==> config.mk <==
export PLATFORM = sky130hd
export DESIGN_NAME = dma_ch_reg_bank
export DESIGN_NICKNAME = d
export VERILOG_FILES = /design/src/rtl/dma_reg_pkg.sv /design/src/rtl/dma_ch_reg_bank.sv
export SDC_FILE = /design/constraint.sdc
export NUM_CORES = 1
export LEC_CHECK = 0
export BUFFER_PORTS_ARGS = -buffer_cell sky130_fd_sc_hd__buf_2
export CORE_MARGIN = 10
export CORE_UTILIZATION = 30
export CTS_BUF_LIST = sky130_fd_sc_hd__clkbuf_2 sky130_fd_sc_hd__clkbuf_4 sky130_fd_sc_hd__clkbuf_8
export DETAILED_ROUTE_END_ITERATION = 16
export GPL_TIMING_DRIVEN = 1
export PLACE_DENSITY = 0.58
export SYNTH_ARGS = -nofsm -noshare
export SYNTH_HDL_FRONTEND = slang
export SYNTH_SLANG_ARGS = --single-unit
==> constraint.sdc <==
create_clock -name PCLK -period 5.95 [get_ports PCLK]
set_input_delay 0 -clock PCLK [delete_from_list [all_inputs] [get_ports PCLK]]
set_output_delay 0 -clock PCLK [all_outputs]
set_load 0.03 [all_outputs]
==> src/rtl/dma_reg_pkg.sv <==
// Register map, bit positions and reset values shared by the DMA channel
// register bank and anything that needs to decode its map.
package dma_reg_pkg;

  localparam logic [31:0] CMD_ADDR     = 32'h0000_0000;
  localparam logic [31:0] STATUS_ADDR  = 32'h0000_0004;
  localparam logic [31:0] INTREN_ADDR  = 32'h0000_0008;
  localparam logic [31:0] CTRL_ADDR    = 32'h0000_000C;
  localparam logic [31:0] SRCADDR_ADDR = 32'h0000_0010;
  localparam logic [31:0] DESADDR_ADDR = 32'h0000_0018;
  localparam logic [31:0] XSIZE_ADDR   = 32'h0000_0020;
  localparam logic [31:0] ERRINFO_ADDR = 32'h0000_0080;
  localparam logic [31:0] IIDR_ADDR    = 32'h0000_008C;
  localparam logic [31:0] AIDR_ADDR    = 32'h0000_0090;

  localparam int CMD_ENABLE_BIT = 0;
  localparam int CMD_STOP_BIT   = 1;
  localparam int CMD_CLEAR_BIT  = 2;
  localparam int CMD_BUSY_BIT   = 0;
  localparam int ST_DONE_BIT    = 0;
  localparam int ST_ERR_BIT     = 1;
  localparam int ST_BUSY_BIT    = 16;
  localparam int IE_DONE_BIT    = 0;
  localparam int IE_ERR_BIT     = 1;

  typedef struct packed {
    logic err;
    logic done;
  } status_t;

  typedef struct packed {
    logic err_ie;
    logic done_ie;
  } intren_t;

  localparam logic [31:0] CTRL_RST    = 32'h0;
  localparam logic [31:0] SRCADDR_RST = 32'h0;
  localparam logic [31:0] DESADDR_RST = 32'h0;
  localparam logic [31:0] XSIZE_RST   = 32'h0;
  localparam logic [31:0] ERRINFO_RST = 32'h0;
  localparam status_t     STATUS_RST  = '0;
  localparam intren_t     INTREN_RST  = '0;

  function automatic logic irq_pending(input status_t s, input intren_t ie);
    return (s.done & ie.done_ie) | (s.err & ie.err_ie);
  endfunction

endpackage

==> src/rtl/dma_ch_reg_bank.sv <==
// Single-channel DMA config/status register bank: decodes front-end cfg_*
// strobes, issues start/stop pulses and folds engine events into status/irq.
module dma_ch_reg_bank
  import dma_reg_pkg::*;
#(
  parameter int          DATA_WIDTH = 32,
  parameter int          ADDR_WIDTH = 32,
  parameter logic [31:0] IIDR_VAL   = 32'h0350_043B,
  parameter logic [31:0] AIDR_VAL   = 32'h0000_0001
) (
  input  logic                  PCLK,
  input  logic                  PRESET,
  input  logic [ADDR_WIDTH-1:0] cfg_addr,
  input  logic [DATA_WIDTH-1:0] cfg_wdata,
  input  logic                  cfg_wr_en,
  input  logic                  cfg_rd_en,
  output logic [DATA_WIDTH-1:0] cfg_rdata,
  input  logic                  ch_busy,
  input  logic                  ch_done,
  input  logic                  ch_err,
  input  logic [31:0]           ch_errinfo,
  output logic                  ch_start,
  output logic                  ch_stop,
  output logic [31:0]           ch_ctrl,
  output logic [31:0]           ch_srcaddr,
  output logic [31:0]           ch_desaddr,
  output logic [31:0]           ch_xsize,
  output logic                  irq
);

  logic [DATA_WIDTH-1:0] ctrl_q, src_q, des_q, xsize_q, errinfo_q;
  intren_t               intren_q;
  status_t               status_q;
  logic                  start_q, stop_q, irq_q;

  // Full-address decode: nothing outside the map aliases onto a register.
  logic wr_cmd, wr_status, wr_intren, wr_ctrl, wr_src, wr_des, wr_xsize;

  always_comb begin
    wr_cmd    = cfg_wr_en && (cfg_addr == ADDR_WIDTH'(CMD_ADDR));
    wr_status = cfg_wr_en && (cfg_addr == ADDR_WIDTH'(STATUS_ADDR));
    wr_intren = cfg_wr_en && (cfg_addr == ADDR_WIDTH'(INTREN_ADDR));
    wr_ctrl   = cfg_wr_en && (cfg_addr == ADDR_WIDTH'(CTRL_ADDR));
    wr_src    = cfg_wr_en && (cfg_addr == ADDR_WIDTH'(SRCADDR_ADDR));
    wr_des    = cfg_wr_en && (cfg_addr == ADDR_WIDTH'(DESADDR_ADDR));
    wr_xsize  = cfg_wr_en && (cfg_addr == ADDR_WIDTH'(XSIZE_ADDR));
  end

  logic cmd_start, cmd_stop, cmd_clear, cfg_lock;
  logic clr_done, clr_err;

  always_comb begin
    cfg_lock  = ch_busy;
    cmd_start = wr_cmd && cfg_wdata[CMD_ENABLE_BIT] && !ch_busy && !status_q.err;
    cmd_stop  = wr_cmd && cfg_wdata[CMD_STOP_BIT] && ch_busy;
    cmd_clear = wr_cmd && cfg_wdata[CMD_CLEAR_BIT] && !ch_busy;
    clr_done  = wr_status && cfg_wdata[ST_DONE_BIT];
    clr_err   = wr_status && cfg_wdata[ST_ERR_BIT];
  end

  // Configuration registers; CLEAR and config writes never coincide since
  // they target different addresses.
  always_ff @(posedge PCLK or posedge PRESET) begin
    if (PRESET) begin
      ctrl_q   <= CTRL_RST;
      src_q    <= SRCADDR_RST;
      des_q    <= DESADDR_RST;
      xsize_q  <= XSIZE_RST;
      intren_q <= INTREN_RST;
    end else if (cmd_clear) begin
      ctrl_q   <= CTRL_RST;
      src_q    <= SRCADDR_RST;
      des_q    <= DESADDR_RST;
      xsize_q  <= XSIZE_RST;
      intren_q <= INTREN_RST;
    end else begin
      if (wr_ctrl  && !cfg_lock) ctrl_q  <= cfg_wdata;
      if (wr_src   && !cfg_lock) src_q   <= cfg_wdata;
      if (wr_des   && !cfg_lock) des_q   <= cfg_wdata;
      if (wr_xsize && !cfg_lock) xsize_q <= cfg_wdata;
      if (wr_intren) intren_q <= intren_t'(cfg_wdata[IE_ERR_BIT:IE_DONE_BIT]);
    end
  end

  always_ff @(posedge PCLK or posedge PRESET) begin
    if (PRESET) begin
      start_q <= 1'b0;
      stop_q  <= 1'b0;
    end else begin
      start_q <= cmd_start;
      stop_q  <= cmd_stop;
    end
  end

  // Sticky status: an engine event in the same cycle as its W1C wins.
  always_ff @(posedge PCLK or posedge PRESET) begin
    if (PRESET) begin
      status_q  <= STATUS_RST;
      errinfo_q <= ERRINFO_RST;
      irq_q     <= 1'b0;
    end else begin
      status_q.done <= ch_done | (status_q.done & ~clr_done);
      status_q.err  <= ch_err  | (status_q.err  & ~clr_err);
      if (ch_err)
        errinfo_q <= ch_errinfo;
      else if (clr_err)
        errinfo_q <= ERRINFO_RST;
      irq_q <= irq_pending(status_q, intren_q);
    end
  end

  always_comb begin
    cfg_rdata = '0;
    case (cfg_addr)
      ADDR_WIDTH'(CMD_ADDR):     cfg_rdata[CMD_BUSY_BIT] = ch_busy;
      ADDR_WIDTH'(STATUS_ADDR): begin
        cfg_rdata[ST_DONE_BIT] = status_q.done;
        cfg_rdata[ST_ERR_BIT]  = status_q.err;
        cfg_rdata[ST_BUSY_BIT] = ch_busy;
      end
      ADDR_WIDTH'(INTREN_ADDR):  cfg_rdata = DATA_WIDTH'(intren_q);
      ADDR_WIDTH'(CTRL_ADDR):    cfg_rdata = ctrl_q;
      ADDR_WIDTH'(SRCADDR_ADDR): cfg_rdata = src_q;
      ADDR_WIDTH'(DESADDR_ADDR): cfg_rdata = des_q;
      ADDR_WIDTH'(XSIZE_ADDR):   cfg_rdata = xsize_q;
      ADDR_WIDTH'(ERRINFO_ADDR): cfg_rdata = errinfo_q;
      ADDR_WIDTH'(IIDR_ADDR):    cfg_rdata = DATA_WIDTH'(IIDR_VAL);
      ADDR_WIDTH'(AIDR_ADDR):    cfg_rdata = DATA_WIDTH'(AIDR_VAL);
      default:                   cfg_rdata = '0;
    endcase
  end

  assign ch_start   = start_q;
  assign ch_stop    = stop_q;
  assign ch_ctrl    = ctrl_q;
  assign ch_srcaddr = src_q;
  assign ch_desaddr = des_q;
  assign ch_xsize   = xsize_q;
  assign irq        = irq_q;

  // Front-end never issues a read and a write strobe together.
  a_rd_wr_excl: assert property (@(posedge PCLK) disable iff (PRESET)
    !(cfg_rd_en && cfg_wr_en));
  a_start_stop_excl: assert property (@(posedge PCLK) disable iff (PRESET)
    !(start_q && stop_q));

endmodule

==> impl_metrics.env, run 1 <==
export IMPL_status="complete, no violations"
export IMPL_fin_tns_setup_ns=0
export IMPL_min_delay_start="cfg_addr[17]"
export IMPL_cts_buffers_inserted=17
export IMPL_clock_skew_ns=0.00699
export IMPL_yosysSeqAreaShare_pct=54.5
export IMPL_die_width_um=180
export IMPL_drive_gt1_share_pct=30.6
export IMPL_synth_distinct_cells=38
export IMPL_drc_errors=0
export IMPL_drt_first_pass_iters=5
export IMPL_place_ws_ns=2.62
export IMPL_dp_hpwl_mm=20.1
export IMPL_wl_mm=31.5
export IMPL_h_tree_depth=4
export IMPL_synth_area_top_cells="dfrtp_1 55%, mux2i_1 8.6%, a22o_1 7.7%"
export IMPL_fp_dieH_um=180
export IMPL_worstSetupEndpointType="primary output"
export IMPL_place_gp_congestion=0.785
export IMPL_ys_seq_elements=167
export IMPL_wire_per_inst_um=22.4
export IMPL_path_cells="dlygate4sd3_1 > buf_2 > nor4b_4 > nand3_1 > nor2_4 > buf_4 > a221oi_1 > o2bb2ai_1 > buf_2"
export IMPL_critPathLaunchType="input port"
export IMPL_initial_core_util_pct=30.4
export IMPL_period_minus_slack_ns=3.36
export IMPL_clk_path_buf_depth=2
export IMPL_synthesis_nets=854
export IMPL_root_buffer="clkbuf_8"
export IMPL_power_leakage_nw=5.22
export IMPL_r2r_end="status_q[0]$_DFF_PP0_"
export IMPL_cts_tree="built"
export IMPL_crit_fanout=32
export IMPL_grt_use_total_pct=18.8
export IMPL_hold_depth=6
export IMPL_synthCells=751
export IMPL_crit_slowest_cell="nor4b_4"
export IMPL_via_count=7374
export IMPL_synth_top_area_share_pct=54.5
export IMPL_holdPathEnd="intren_q[0]$_DFFE_PP0P_"
export IMPL_reg2reg_slack_ns=4.73
export IMPL_powerDensity_nw_per_um2=211
export IMPL_setup_ws_ns=2.59
export IMPL_synth_top_area_cell="dfrtp_1"
export IMPL_postRouteAntennaNets=0
export IMPL_synth_edf_count=0
export IMPL_critical_path_top_delay_family="buffers and inverters"
export IMPL_io_buffers=264
export IMPL_clkTransAtPathRegs_ns=0.09
export IMPL_fmax_mhz=298
export IMPL_path_buf_inv=4
export IMPL_design_core_area_sq_um=25200
export IMPL_finalPower_mw=2.22
export IMPL_synth_warnings=0
export IMPL_antenna_found_initial=1
export IMPL_ys_flop_type="dfrtp_1"
export IMPL_die_area_sq_um=32300
export IMPL_area_growth_pct=37.1
export IMPL_grt_max_degree=98
export IMPL_ioPinCount=266
export IMPL_final_util_pct=41.7
export IMPL_maxCapViolations=0
export IMPL_ff2ff_path_depth=2
export IMPL_rows=58
export IMPL_slew_violations=0
export IMPL_layout_commonest_cell="buf_2"
export IMPL_syn_area_per_cell_sq_um=10.2
export IMPL_period_share_pct=56.5
export IMPL_slew_headroom_pct=17.2
export IMPL_dpl_cell_count=1302
export IMPL_hold_viol_final=0
export IMPL_grt_ovfl_total=0
export IMPL_worstPathRequired_ns=5.95
export IMPL_synthArstFlopShare_pct=100
export IMPL_final_nets=1170
export IMPL_drtIter0Drc=628
export IMPL_layout_common_cells="264 x buf_2, 167 x dfrtp_1, 150 x nand2_1"
export IMPL_rr_startpoint="status_q[0]$_DFF_PP0_"
export IMPL_grt_pass1_vias=7636
export IMPL_path_class="input port to primary output"
export IMPL_grt_pass1_wl_mm=47.9
export IMPL_cts_sinks=167
export IMPL_ir_worst_vdd_mv=0.126
export IMPL_cts_setup_buffers=0
export IMPL_critPathArrivalTime_ns=3.36
export IMPL_setup_violations=0
export IMPL_cp_slowest_stage_delay_ns=1.01
export IMPL_final_cell_count_no_fill=1410
export IMPL_worst_pin_slew_ns=1.24
export IMPL_clk_latency_ns=0.44
export IMPL_rsz0062_at_grt="no"
export IMPL_netlist_area_sq_um=7660
export IMPL_critPathMostFrequentCell="buf_2"
export IMPL_hp_class="input port to flip-flop"
export IMPL_viasPerCell=5.23
[worst max-delay path by stage]
| stage | to | slack, ns | start | cells after the start |
|---|---|---|---|---|
| after floorplan | ch_ctrl[0]$_DFFE_PP0P_ | 1.43 | PRESET | 1 |
| after CTS | cfg_rdata[16] | 2.61 | cfg_addr[7] | 9 |
| after detailed placement | ch_ctrl[27]$_DFFE_PP0P_ | 2.62 | cfg_addr[4] | 6 |
| after global placement | ch_ctrl[27]$_DFFE_PP0P_ | 2.64 | cfg_addr[4] | 6 |
| after global routing | cfg_rdata[16] | 2.46 | cfg_addr[7] | 9 |
| final | cfg_rdata[16] | 2.59 | cfg_addr[7] | 9 |
[cell type report]
cell class	instances	area [sq um]
repair buffers	358	2220
diodes	1	2.50
clock inverters	13	170
well taps	330	413
clock buffers	18	241
flip-flops and latches	167	4180
inverters	1	8.76
fillers	2442	14700
multi-input cells	522	3280
[repair_timing]
item	4_1_cts	5_1_grt
endpoints found under the hold margin	262	0
hold buffers	76	0
resized for setup	0	0
[routing by layer]
| metal | vias to the layer above | track usage, % | wire, um |
|---|---|---|---|
| met1 | 3673 | 24.4 | 13700 |
| met4 | 0 | 5.13 | 401 |
| met2 | 344 | 30.3 | 14800 |
| met5 | - | 0 | 0 |
| met3 | 31 | 5.08 | 2600 |
| li1 | 3326 | - | - |
[synthesized netlist by cell type (all sizes together) (2+ instances only)]
cell type,n
nor3b,4
nor2b,3
clkbuf,39
nand2,150
a21o,2
a31oi,9
mux2i,66
nor4,9
nor4b,3
nand3,4
nor3,4
nand4,6
dfrtp,167
nor2,92
o21ai,2
a221oi,24
buf,22
a22oi,41
a22o,67
a21oi,25
[logic make-up (layout without fill, tap and decap cells)]
kind of cell | after synthesis | after routing | share of synthesized area (%)
compound gates | 174 | 174 | 17.6
flops | 167 | 167 | 54.5
other cells | 0 | 1 | 0
buf+inv | 62 | 390 | 3.80
mux | 66 | 66 | 8.62
simple gates | 282 | 282 | 15.5
[state kept, by name, summed over array words and instances, names as in the netlist]
register and flops:
ch_start 1, errinfo_q 32, intren_q 2, ch_stop 1, ch_desaddr 32, ch_srcaddr 32, irq 1, status_q 2
ch_xsize 32, ch_ctrl 32
[power breakdown]
| part | switching [mW] | total (mW) | internal (mW) | leakage (nW) |
|---|---|---|---|---|
| registers | 0.0111 | 1.16 | 1.15 | 2.27 |
| clock network | 0.455 | 0.879 | 0.424 | 0.200 |
| logic | 0.0939 | 0.173 | 0.0794 | 2.75 |
| total | 0.560 | 2.22 | 1.66 | 5.22 |
[tightest hold or removal path, stage by stage]
cell,delay (ns)
buf_2,0.07
nor4_1,0.06
nand4_1,0.09
nor3_1,0.08
mux2i_1,0.14
nor2_1,0.05
[metrics by stage]
step / hold WS [ns] / cell area [sq um]
floorplan: 0.0923 / 7660
global placement: 0.208 / 9340
detailed placement: 0.212 / 9340
CTS: 0.0584 / 10500
global route: 0.0875 / 10500
finish: 0.103 / 10500
No activity file was read; power rests on OpenSTA's default activity.
==> inputs of run 2 (changes only) <==
- clock period: 5.95 -> 3.1 ns (I/O delays scaled with it)
==> run 2 against run 1 <==
Combinational power grew 99%; routed wire length is 0.18% higher; setup slack worse by 2.1 ns; critical path depth unchanged; non-clock buffer count grew 11; global-route usage grew 0.15 points; core utilization increased by 0.64 points; clock power is 95% higher; sequential cell count unchanged; clock skew is 0.0025 ns lower.
==> impl_metrics.env, run 2 (synthesis results as in run 1) <==
export IMPL_critPathMostFrequentCell="dlygate4sd3_1"
export IMPL_antenna_found_initial=1
export IMPL_rows=58
export IMPL_clk_latency_ns=0.45
export IMPL_setup_violations=0
export IMPL_grt_pass1_vias=7818
export IMPL_clock_skew_ns=0.00449
export IMPL_grt_max_degree=45
export IMPL_power_leakage_nw=5.30
export IMPL_cts_setup_buffers=0
export IMPL_io_buffers=264
export IMPL_endpoint="ch_srcaddr[5]$_DFFE_PP0P_"
export IMPL_final_util_pct=42.4
export IMPL_path_buf_inv=4
export IMPL_cts_sinks=167
export IMPL_clk_path_buf_depth=2
export IMPL_drt_first_pass_iters=5
export IMPL_worstSetupEndpointType="flip-flop"
export IMPL_h_tree_depth=4
export IMPL_drc_errors=0
export IMPL_critical_path_top_delay_family="buffers and inverters"
export IMPL_clkTransAtPathRegs_ns=0.09
export IMPL_cp_depth=9
export IMPL_drive_gt1_share_pct=31.5
export IMPL_hold_depth=5
export IMPL_wl_mm=31.6
export IMPL_worstSetupStartpoint="cfg_addr[18]"
export IMPL_place_gp_congestion=0.782
export IMPL_worst_pin_slew_ns=0.960
export IMPL_fin_tns_setup_ns=0
export IMPL_crit_fanout=22
export IMPL_r2r_end="status_q[0]$_DFF_PP0_"
export IMPL_rsz0062_at_grt="no"
export IMPL_wire_per_inst_um=22.2
export IMPL_drtIter0Drc=471
export IMPL_cp_slowest_stage_delay_ns=0.62
export IMPL_critPathLaunchType="input port"
export IMPL_hp_class="input port to flip-flop"
export IMPL_design_core_area_sq_um=25200
export IMPL_crit_slowest_cell="dlygate4sd3_1"
export IMPL_fp_dieH_um=180
export IMPL_ir_worst_vdd_mv=0.199
export IMPL_ff2ff_path_depth=2
export IMPL_slew_violations=0
export IMPL_period_minus_slack_ns=2.58
export IMPL_postRouteAntennaNets=0
export IMPL_powerDensity_nw_per_um2=402
export IMPL_via_count=7361
export IMPL_root_buffer="clkbuf_8"
export IMPL_worstPathRequired_ns=3.44
export IMPL_cts_buffers_inserted=17
export IMPL_period_share_pct=83.1
export IMPL_initial_core_util_pct=30.4
export IMPL_reg2reg_slack_ns=1.87
export IMPL_die_width_um=180
export IMPL_rr_startpoint="status_q[0]$_DFF_PP0_"
export IMPL_final_nets=1181
export IMPL_viasPerCell=5.18
export IMPL_grt_pass1_wl_mm=48.6
export IMPL_die_area_sq_um=32300
export IMPL_hold_viol_final=0
export IMPL_maxCapViolations=0
export IMPL_path_class="input port to flip-flop"
export IMPL_fillers=2480
export IMPL_status="complete, no violations"
export IMPL_critPathArrivalTime_ns=2.91
export IMPL_cts_tree="built"
export IMPL_ioPinCount=266
export IMPL_dp_hpwl_mm=21.0
export IMPL_layout_commonest_cell="buf_2"
export IMPL_grt_use_total_pct=19.0
export IMPL_fmax_mhz=388
export IMPL_path_cells="dlygate4sd3_1 > buf_2 > nor4_1 > dlygate4sd3_1 > nand4_1 > nor3b_2 > buf_4 > mux2i_1 > nor2_1"
export IMPL_layout_common_cells="264 x buf_2, 167 x dfrtp_1, 150 x nand2_1"
export IMPL_grt_ovfl_total=0
export IMPL_area_growth_pct=39.2
export IMPL_slew_headroom_pct=36.0
[run 2: power by group]
group,switching [mW],total (mW),internal [mW]
sequential,0.0209,2.23,2.21
clock,0.873,1.71,0.839
combinational,0.182,0.344,0.162
[run 2: routing by layer]
metal | track usage (%) | routed length (um)
met1 | 24.8 | 14100
met2 | 30.1 | 14600
met4 | 5.29 | 575
met5 | 0 | 0
met3 | 5.32 | 2300
[run 2: per-stage QoR]
stage                     setup WS (ns)  hold WS (ns)  instances  power [mW]  area, sq um
after floorplan                   0.973        0.0923        751        2.38         7670
after global placement            0.601         0.203       1315        2.55         9510
after detailed placement          0.587         0.203       1315        2.55         9510
after CTS                         0.562        0.0136       1421        4.34        10700
after global routing              0.400        0.0349       1422        4.46        10700
final                             0.524        0.0543       1422        4.29        10700
[run 2: cell type report]
type	count	area, sq um	area share [%]
well taps	330	413	3.87
flip-flops and latches	167	4180	39.2
inverters	1	7.51	0.0703
clock inverters	13	166	1.56
multi-input cells	522	3280	30.7
diodes	1	2.50	0.0234
clock buffers	19	255	2.39
repair buffers	369	2370	22.2
[run 2: how the worst min path moves through the flow]
stage	startpoint	slack (ns)	end
floorplan	ch_done	0.09	status_q[0]$_DFF_PP0_
global placement	ch_done	0.20	status_q[0]$_DFF_PP0_
detailed placement	ch_done	0.20	status_q[0]$_DFF_PP0_
CTS	cfg_addr[0]	0.01	ch_stop$_DFF_PP0_
global route	cfg_addr[21]	0.03	ch_start$_DFF_PP0_
finish	cfg_addr[30]	0.05	ch_start$_DFF_PP0_
[run 2: what timing repair did]
item                       4_1_cts  5_1_grt
hold buffers                    74        0
gates resized for setup          0        0
hold endpoints to repair       197        0
setup endpoints to repair        0        0
[run 2: worst register-to-register path, cell delays in order, from the launching register on]
cell,delay (ns)
dfrtp_1,0.41
a21o_1,0.16
dlygate4sd3_1,0.55
